## config.mk

```make
export PLATFORM = sky130hd
export DESIGN_NAME = top
export DESIGN_NICKNAME = d
export VERILOG_FILES = /design/src/rtl/top_pkg.sv /design/src/rtl/top_fsk_receiver.sv /design/src/rtl/top.sv
export SDC_FILE = /design/constraint.sdc
export NUM_CORES = 1
export LEC_CHECK = 0
export ABC_AREA = 1
export CAP_MARGIN = 25
export CORE_UTILIZATION = 45
export CTS_BUF_LIST = sky130_fd_sc_hd__clkbuf_16
export DETAILED_ROUTE_END_ITERATION = 12
export PLACE_DENSITY = 0.69
export SKIP_CTS_REPAIR_TIMING = 1
export SLEW_MARGIN = 30
export SYNTH_ARGS = -nofsm -noshare
export SYNTH_HDL_FRONTEND = slang
export SYNTH_SLANG_ARGS = --single-unit
```

## constraint.sdc

```tcl
create_clock -name sys_clk -period 11.7 [get_ports sys_clk]
set_clock_uncertainty 0.15 [all_clocks]
set_input_delay 1.755 -clock sys_clk [delete_from_list [all_inputs] [get_ports sys_clk]]
set_output_delay 1.755 -clock sys_clk [all_outputs]
set_load 0.05 [all_outputs]
```

## src/rtl/top_pkg.sv

```systemverilog
// Shared widths, receiver state type and the A-law / Hamming(12,8) helpers.
package top_pkg;

  localparam int unsigned FrameW = 16;
  localparam int unsigned CodeW  = 12;

  typedef enum logic [0:0] {StHunt, StLock} rx_state_e;

  // Sample is offset-binary; the linear value is (sample-128)*32, sign bit set for x >= 0.
  function automatic logic [7:0] alaw_encode(input logic [7:0] sample);
    logic [12:0] x;
    logic [12:0] mag;
    logic [11:0] m;
    logic [2:0]  seg;
    logic [3:0]  mant;
    x    = {~sample[7], sample[6:0], 5'b0};
    mag  = x[12] ? 13'(-x) : x;
    m    = mag[12] ? 12'hfff : mag[11:0];
    seg  = 3'd0;
    mant = m[4:1];
    // Ascending scan: the highest set bit is the last one to win.
    for (int i = 5; i < 12; i++) begin
      if (m[i]) begin
        seg  = 3'(i - 4);
        mant = 4'(m >> (i - 4));
      end
    end
    return {sample[7], seg, mant};
  endfunction

  // Bit i of the codeword is position i+1; data sits at positions 3,5,6,7,9,10,11,12.
  function automatic logic [11:0] hamming_encode(input logic [7:0] d);
    logic [11:0] cw;
    cw     = '0;
    cw[2]  = d[0];
    cw[4]  = d[1];
    cw[5]  = d[2];
    cw[6]  = d[3];
    cw[8]  = d[4];
    cw[9]  = d[5];
    cw[10] = d[6];
    cw[11] = d[7];
    cw[0]  = ^(cw & 12'h555);
    cw[1]  = ^(cw & 12'h666);
    cw[3]  = ^(cw & 12'h878);
    cw[7]  = ^(cw & 12'hf80);
    return cw;
  endfunction

  function automatic logic [3:0] hamming_syndrome(input logic [11:0] cw);
    logic [3:0] syn;
    syn = '0;
    for (int i = 0; i < 12; i++) begin
      if (cw[i]) syn = syn ^ 4'(i + 1);
    end
    return syn;
  endfunction

  // Syndromes 13..15 cannot name a bit, so the word passes through uncorrected.
  function automatic logic [7:0] hamming_decode(input logic [11:0] cw_in);
    logic [11:0] cw;
    logic [3:0]  syn;
    cw  = cw_in;
    syn = hamming_syndrome(cw_in);
    if (syn >= 4'd1 && syn <= 4'd12) cw[syn - 4'd1] = ~cw[syn - 4'd1];
    return {cw[11], cw[10], cw[9], cw[8], cw[6], cw[5], cw[4], cw[2]};
  endfunction

  // Segment expansion to the mid-point of each quantisation step; negative when sign is 0.
  function automatic logic [12:0] alaw_decode(input logic [7:0] code);
    logic [12:0] mag;
    int unsigned sh;
    sh = {29'd0, code[6:4]};
    if (sh == 0) begin
      mag = {8'd0, code[3:0], 1'b1};
    end else begin
      mag = (13'd1 << (sh + 4)) + ({9'd0, code[3:0]} << sh) + (13'd1 << (sh - 1));
    end
    return code[7] ? mag : 13'(-mag);
  endfunction

endpackage

```

## src/rtl/top_fsk_receiver.sv

```systemverilog
// Frame synchroniser: hunts for header plus clean codeword, then checks every 16th bit.
module top_fsk_receiver
  import top_pkg::*;
#(
  parameter logic [3:0] HEADER = 4'd6
) (
  input  logic        sys_clk,
  input  logic        sys_rst,
  input  logic        receive_fsk_data,
  output logic        r_fsk_data,
  output logic [11:0] r_frame_data,
  output logic        frame_correct
);

  rx_state_e         state_q, state_d;
  logic [3:0]        bit_cnt_q, bit_cnt_d;
  logic [FrameW-2:0] rx_sr;
  logic [FrameW-1:0] window;
  logic [11:0]       frame_d;
  logic              correct_d;

  assign window = {rx_sr, r_fsk_data};

  // Input retiming, window shift register and FSM state.
  always_ff @(posedge sys_clk or posedge sys_rst) begin
    if (sys_rst) begin
      r_fsk_data    <= 1'b0;
      rx_sr         <= '0;
      state_q       <= StHunt;
      bit_cnt_q     <= '0;
      r_frame_data  <= '0;
      frame_correct <= 1'b0;
    end else begin
      r_fsk_data    <= receive_fsk_data;
      rx_sr         <= window[FrameW-2:0];
      state_q       <= state_d;
      bit_cnt_q     <= bit_cnt_d;
      r_frame_data  <= frame_d;
      frame_correct <= correct_d;
    end
  end

  // Hunt on every bit; once locked only the frame-aligned window is examined.
  always_comb begin
    state_d   = state_q;
    bit_cnt_d = bit_cnt_q + 4'd1;
    frame_d   = r_frame_data;
    correct_d = frame_correct;
    case (state_q)
      StHunt: begin
        if (window[15:12] == HEADER && hamming_syndrome(window[11:0]) == 4'd0) begin
          frame_d   = window[11:0];
          correct_d = 1'b1;
          bit_cnt_d = 4'd0;
          state_d   = StLock;
        end
      end
      StLock: begin
        if (bit_cnt_q == 4'd15) begin
          if (window[15:12] == HEADER) begin
            frame_d   = window[11:0];
            correct_d = 1'b1;
          end else begin
            correct_d = 1'b0;
            state_d   = StHunt;
          end
        end
      end
      default: state_d = StHunt;
    endcase
  end

endmodule

```

## src/rtl/top.sv

```systemverilog
// Counter-sourced A-law/Hamming FSK transmitter plus matching receive and decode chain.
module top
  import top_pkg::*;
#(
  parameter int unsigned HEADER = 6
) (
  input  logic        sys_clk,
  input  logic        sys_rst,
  input  logic        receive_fsk_data,
  output logic [7:0]  data_in,
  output logic [7:0]  pcm_data,
  output logic [11:0] hamming_data,
  output logic [15:0] frame_data,
  output logic        fsk_data,
  output logic        r_fsk_data,
  output logic [11:0] r_frame_data,
  output logic        frame_correct,
  output logic [7:0]  r_hamming_data,
  output logic [12:0] r_pcm_data,
  output logic [7:0]  data_out
);

  localparam logic [3:0] SyncNib = 4'(HEADER);

  logic [3:0]        cnt;
  logic [FrameW-1:0] tx_sr;
  logic [12:0]       pcm_shift;

  // Frame counter; the last bit slot advances the sample and reloads the shifter.
  always_ff @(posedge sys_clk or posedge sys_rst) begin
    if (sys_rst) begin
      cnt     <= '0;
      data_in <= '0;
      tx_sr   <= '0;
    end else begin
      cnt <= cnt + 4'd1;
      if (cnt == 4'd15) begin
        data_in <= data_in + 8'd1;
        tx_sr   <= frame_data;
      end else begin
        tx_sr <= {tx_sr[FrameW-2:0], 1'b0};
      end
    end
  end

  // Transmit encode chain and receive expansion are purely combinational.
  always_comb begin
    pcm_data     = alaw_encode(data_in);
    hamming_data = hamming_encode(pcm_data);
    frame_data   = {SyncNib, hamming_data};
    fsk_data     = tx_sr[FrameW-1];
    r_pcm_data   = alaw_decode(r_hamming_data);
    pcm_shift    = 13'($signed(r_pcm_data) >>> 5);
    data_out     = pcm_shift[7:0] + 8'd128;
  end

  top_fsk_receiver #(
    .HEADER(SyncNib)
  ) u_rx (
    .sys_clk         (sys_clk),
    .sys_rst         (sys_rst),
    .receive_fsk_data(receive_fsk_data),
    .r_fsk_data      (r_fsk_data),
    .r_frame_data    (r_frame_data),
    .frame_correct   (frame_correct)
  );

  // Error correction one cycle behind the accepted codeword.
  always_ff @(posedge sys_clk or posedge sys_rst) begin
    if (sys_rst) r_hamming_data <= '0;
    else         r_hamming_data <= hamming_decode(r_frame_data);
  end

endmodule

```

* Yosys cells after proc, flatten, opt, wreduce, memory -nomap -nowiden *
Index checks and enable logic that the tools add are counted.

cells by class
  $add $sub $neg = 11
  $lt $le $gt $ge = 4
  equality and inequality tests = 6
  shift-type cells = 3
  muxes and demuxes = 73
  bitwise logic cells = 25
  reductions and logical operators = 11

operators by type and width
  kind                     number
  $mux W4                  30
  $mux W12                 5
  $reduce_xor A12 Y1       4
  $mux W13                 3
  $mux W3                  12
  $shl A1 B32 Y13 const A  1
  $add A13 B13 Y13         2
  $neg A13 Y13             2
  $not A2 Y2               12
  $pmux W12 S2             1
  $mux W16                 1
  $shl A1 B4 Y13 const A   1
  $shl A4 B3 Y13           1
  $bwmux W12               1
  $mux W2                  6
  $not A3 Y3               4
  $mux W1                  10
  $add A4 B1 Y4 const B    2
  $add A8 B1 Y8 const B    1
  $add A8 B8 Y8 const B    1
  $eq A4 B4 Y1 const B     2
  $ge A4 B1 Y1 const B     2
  $not A1 Y1               6
  $lt A4 B5 Y1 const B     1
  other kinds (16)         22

storage, ports and cells
  register bits after elaboration = 70
  input bits = 3
  output and inout port bits = 88

* Depth between registers and ports, before layout *
  depth in word-level cells = 39
  gate-level depth with buffers = 24
  mapped depth without buffers = 24

* By module *
From an unflattened synthesis, not the netlist that was laid out.

second synthesis, totals
  cells, all modules = 826
  area total of the unflattened synthesis = 6005.8 sq um

modules (own cells, without submodules)
  module            instances  cells an instance  area each (sq um)  sequential area each (sq um)
  top               1          658                4494.3             900.9
  top_fsk_receiver  1          168                1511.4             850.8

* Least setup slack after synthesis *
Ideal clock, no wire load.

  kind = flip-flop to output port
  from = register r_hamming_data[5]
  to = output port r_pcm_data[11]
  arrival = 4.890 ns
  path slack = 4.905 ns
  stages on the path, launching flop included = 23
  cells stage by stage = dfrtp_1 > inv_1 > ha_1 > xor2_1 > inv_1 > nand3_1 > fa_1 > inv_1 > ha_1 > fa_1 > nand2_1 > nand2_1 > nand2_1 > nand2_1 > nand2_1 > nand2_1 > o21ai_0 > nand2_1 > nor2_1 > nand3_1 > nand2_1 > xor2_1 > buf_4

on the way
  cells in the longest elaborated chain, start to end = 7
  elaborated cells between the ends (all ways) = 11
  classes of those cells = add/sub: 5; shift: 3; mux: 2; reduce/logical: 1

RTL lines
  item                           line           RTL
  start: declaration             top.sv:18      output logic [7:0] r_hamming_data,
  start signal: assignment       top.sv:71      else r_hamming_data <= hamming_decode(r_frame_data);
  $add A3 B3 Y4                  top_pkg.sv:77  mag = (13'd1 << (sh + 4)) + ({9'd0, code[3:0]} << sh) + (13'd1 << (sh - 1));
  $shl A1 B4 Y13                 top_pkg.sv:77
  $add A13 B13 Y13 (2 in a row)  top_pkg.sv:77
  $mux W13 (*)                   top_pkg.sv:74  if (sh == 0) begin
  $neg A13 Y13                   top_pkg.sv:79  return code[7] ? mag : 13'(-mag);
  $mux W13 (*)                   top_pkg.sv:79
  end: declaration               top.sv:19      output logic [12:0] r_pcm_data,

Every way passes the cells marked *; elsewhere a longest branch is shown, timed or not.

* Worst setup path after layout *
  from = register r_hamming_data[4]
  to = output port data_out[3]

on the way
  cells in the longest elaborated chain, start to end = 8
  elaborated cells between the ends (all ways) = 12
  classes of those cells = add/sub: 6; shift: 3; mux: 2; reduce/logical: 1

RTL lines
  item                           line           RTL
  $add A3 B3 Y4                  top_pkg.sv:77
  $shl A1 B4 Y13                 top_pkg.sv:77
  $add A13 B13 Y13 (2 in a row)  top_pkg.sv:77
  $mux W13 (*)                   top_pkg.sv:74
  $neg A13 Y13                   top_pkg.sv:79
  $mux W13 (*)                   top_pkg.sv:79
  $add A8 B8 Y8 (*)              top.sv:54      data_out = pcm_shift[7:0] + 8'd128;
  end: declaration               top.sv:20      output logic [7:0] data_out

Marks and branches as above.

==> summary.md <==
| Metric | Value |
|---|---|
| Status | completed |
| Leak Pwr | 3.507 nW |
| Hold WS | 227.7 ps |
| I/O pins | 91 |
| Iter 0 DRT Violations | 303 |
| CTS root buffer | clkbuf_16 |
| Synth unique cells | 42 |
| Synth top area share | 0.3054 |
| Core Footprint | 12210 sq um |
| Type of the worst min-delay path | reg2reg |
| WP data required | 9800 ps |
| Count leader, synth | nand2_1 |
| RSZ-0062 raised after global routing | no |
| Ant diodes | 0 |
| Worst r2r path cells | 13 |
| Fillers | 1212 |
| Router iterations before antenna repair | 6 |
| GRT Total Usage | 0.2164 |
| First-pass GRT wire length | 23.06 mm |
| CTS tree | built |
| Post-layout power | 0.002169 W |
| Worst-skew pair later-pin latency | 330 ps |
| H-tree Lvls | 3 |
| Largest net degree at the start of global routing | 71 |
| CP Max Fanout | 15 |
| Gp weighted congestion | 0.9129 |
| Initial antenna violation count | 0 |
| CP arrival | 5310 ps |
| Global route overflow | 0 |
| Sequential share of the synthesized area | 0.3054 |
| Mapped cell area | 5736 sq um |
| Worst r2r dst | r_hamming_data[1] |
| CP Launch Type | flip-flop |
| Vias/cell | 4.945 |
| Fin. max-slew vios | 0 |
| Combinational power share | 0.719 |
| Ys async rst share | 1.000 |
| Worst Hold End | u_rx.rx_sr[14] |
| Fin nets | 890 |
| Max-cap violations | 0 |
| CTS Buffer Depth | 2 |
| Routed via count | 5044 |
| Wire length per cell | 12.94 um |
| Total CTS buffers | 9 |
| HP Start | u_rx.rx_sr[13] |
| Fmax | 138.6 MHz |
| Synth Flop Type | dfrtp_1 |
| Worst-margin pin slew | 933.3 ps |
| Internal power | 0.0009525 W |
| Switching power | 0.001216 W |
| DP HPWL | 10.45 mm |
| Layout cell share with drive strength beyond 1 | 0.08803 |
| DRC violations left | 0 |
| Clk pin slew, worst setup/hold paths | 60 ps |
| Vias in the first global route | 4962 |
| Top cells by count, synth | nand2_1, inv_1, nand3_1 |
| Fin. Hold Viols | 0 |
| Synthesized instance count | 782 |
| Buffers on Ports | 86 |
| Top post-synthesis cells by area | dfrtp_1, nand2_1, nand3_1 |
| Crit end category | output pin |
| Layout area overhead | 19.46% |
| Initial Utilization | 0.4697 |
| FF-to-FF Start | u_rx.r_frame_data[5] |
| Final core utilization | 0.5611 |
| Biggest area consumer among synthesized cells | dfrtp_1 |
| Final ANT Viol Nets | 0 |
| Sequential group share of total power | 0.155 |
| Clock Power Share | 0.126 |
| EDFF count, synth | 0 |
| Worst reg2reg setup slack | 8860 ps |
| WS Path Type | reg2out |
| Syn avg cell area | 7.334 sq um |
| Die Height | 114.9 um |
| Fin Setup TNS | 0 ps |
| Die area | 13200 sq um |
| Final WL | 13.20 mm |
| Number of core rows | 40 |
| Endpoints failing setup | 0 |
| Cell depth of the worst hold path | 0 |
| Min cycle time layout | 7217 ps |
| Peak VDD IR | 0.3497 mV |
| Relative slew slack | 0.3761 |
| Die width | 114.9 um |
| Net Sw Frac | 0.5608 |
| Final Cycle Share | 0.6168 |
| Clock Sinks | 70 |
| Cell Pwr Density | 316.5 nW/um^2 |
| FF+latch count, synth | 70 |
| Ys Warns | 0 |
==> through the flow <==
stage / worst slack, ps / cells / cell area (sq um)
finish: 4483 / 1020 / 6852
global route: 4013 / 1020 / 6852
CTS: 4509 / 1020 / 6852
detailed placement: 4864 / 1004 / 6549
global placement: 5077 / 1004 / 6549
floorplan: 4905 / 792 / 5773
==> critical path, cell delays in order, from the launching register on <==
cell	delay [ps]
dfrtp_1	580
inv_1	230
ha_1	260
xor2_1	160
inv_1	170
nand3_1	120
fa_1	490
inv_1	40
ha_1	340
nand3_1	110
nand3_1	150
inv_1	110
o21ai_0	100
o21ai_0	520
nand2_1	150
nor2_1	210
nand2_1	90
nand2_1	90
xor2_1	210
clkdlybuf4s50_1	850
==> cell usage in the layout, fill, tap and decap left out, types with 2 or more instances in the layout <==
cell / synthesis / final
clkdlybuf4s50_1: 0 / 86
clkbuf_16: 0 / 9
a21oi_1: 12 / 12
o21ai_1: 5 / 5
nand4_1: 5 / 5
or2_2: 8 / 8
nor2_2: 5 / 5
a21o_1: 3 / 3
xnor2_1: 17 / 17
xor2_1: 28 / 28
nor2_4: 2 / 2
o21ai_2: 4 / 4
inv_2: 8 / 9
nand2_1: 228 / 228
dfrtp_1: 70 / 70
and3_1: 2 / 2
fa_1: 12 / 12
nor4_1: 2 / 2
nor2_1: 53 / 53
inv_1: 90 / 89
xor2_2: 4 / 4
o21ai_0: 28 / 28
ha_1: 28 / 28
nor3_1: 6 / 6
conb_1: 2 / 12
inv_6: 0 / 4
nand3_1: 78 / 78
a31oi_1: 3 / 3
nand2_2: 10 / 10
nand2_4: 6 / 6
nand3_2: 6 / 6
nand3b_1: 5 / 5
==> final cells by class <==
class | instances | area (sq um) | area share
clock buffers | 9 | 225.2 | 0.03287
clock inverters | 7 | 77.57 | 0.01132
inverters | 98 | 367.9 | 0.05369
multi-input cells | 581 | 3351 | 0.4890
flip-flops and latches | 70 | 1752 | 0.2557
well taps | 168 | 210.2 | 0.03068
repair buffers | 87 | 868.3 | 0.1267
==> worst max path at each step <==
stage | startpoint | end | cells past startpoint
floorplan | r_hamming_data[5] | r_pcm_data[11] | 22
global placement | r_hamming_data[4] | r_pcm_data[11] | 22
CTS | r_hamming_data[4] | data_out[3] | 19
finish | r_hamming_data[4] | data_out[3] | 19
global route | r_hamming_data[4] | data_out[6] | 17
detailed placement | r_hamming_data[4] | data_out[3] | 19
==> registers in the layout (all words and copies together), names as in the netlist <==
signal / count
u_rx.bit_cnt_q: 4
u_rx.r_fsk_data: 1
cnt: 4
u_rx.rx_sr: 15
u_rx.r_frame_data: 12
r_hamming_data: 8
u_rx.state_q: 1
data_in: 8
u_rx.frame_correct: 1
tx_sr: 16
==> power by group through the flow <==
stage,registers (W),logic (W),clock network [W]
floorplan,0.000401,0.00117,0
global placement,0.000339,0.00153,0
detailed placement,0.000340,0.00156,0
CTS,0.000336,0.00157,0.000277
global route,0.000342,0.00172,0.000291
finish,0.000337,0.00156,0.000273
==> cell families after synthesis <==
logic type	synth area share
AOI/OAI and AO/OA	0.05934
xor gates and xnor gates	0.08290
adders and majority gates	0.1030
buffers and inverters	0.1169
DFF	0.3054
other	0.001309
and+or+nand+nor	0.3312
==> layer usage <==
metal	vias up	GRT usage	wire [um]
met5	-	0	0
met4	0	0.04675	132
li1	2537	-	-
met1	2358	0.2880	6074
met2	133	0.3751	6501
met3	16	0.03005	494
Note: power is estimated with default switching activity, not from simulation.
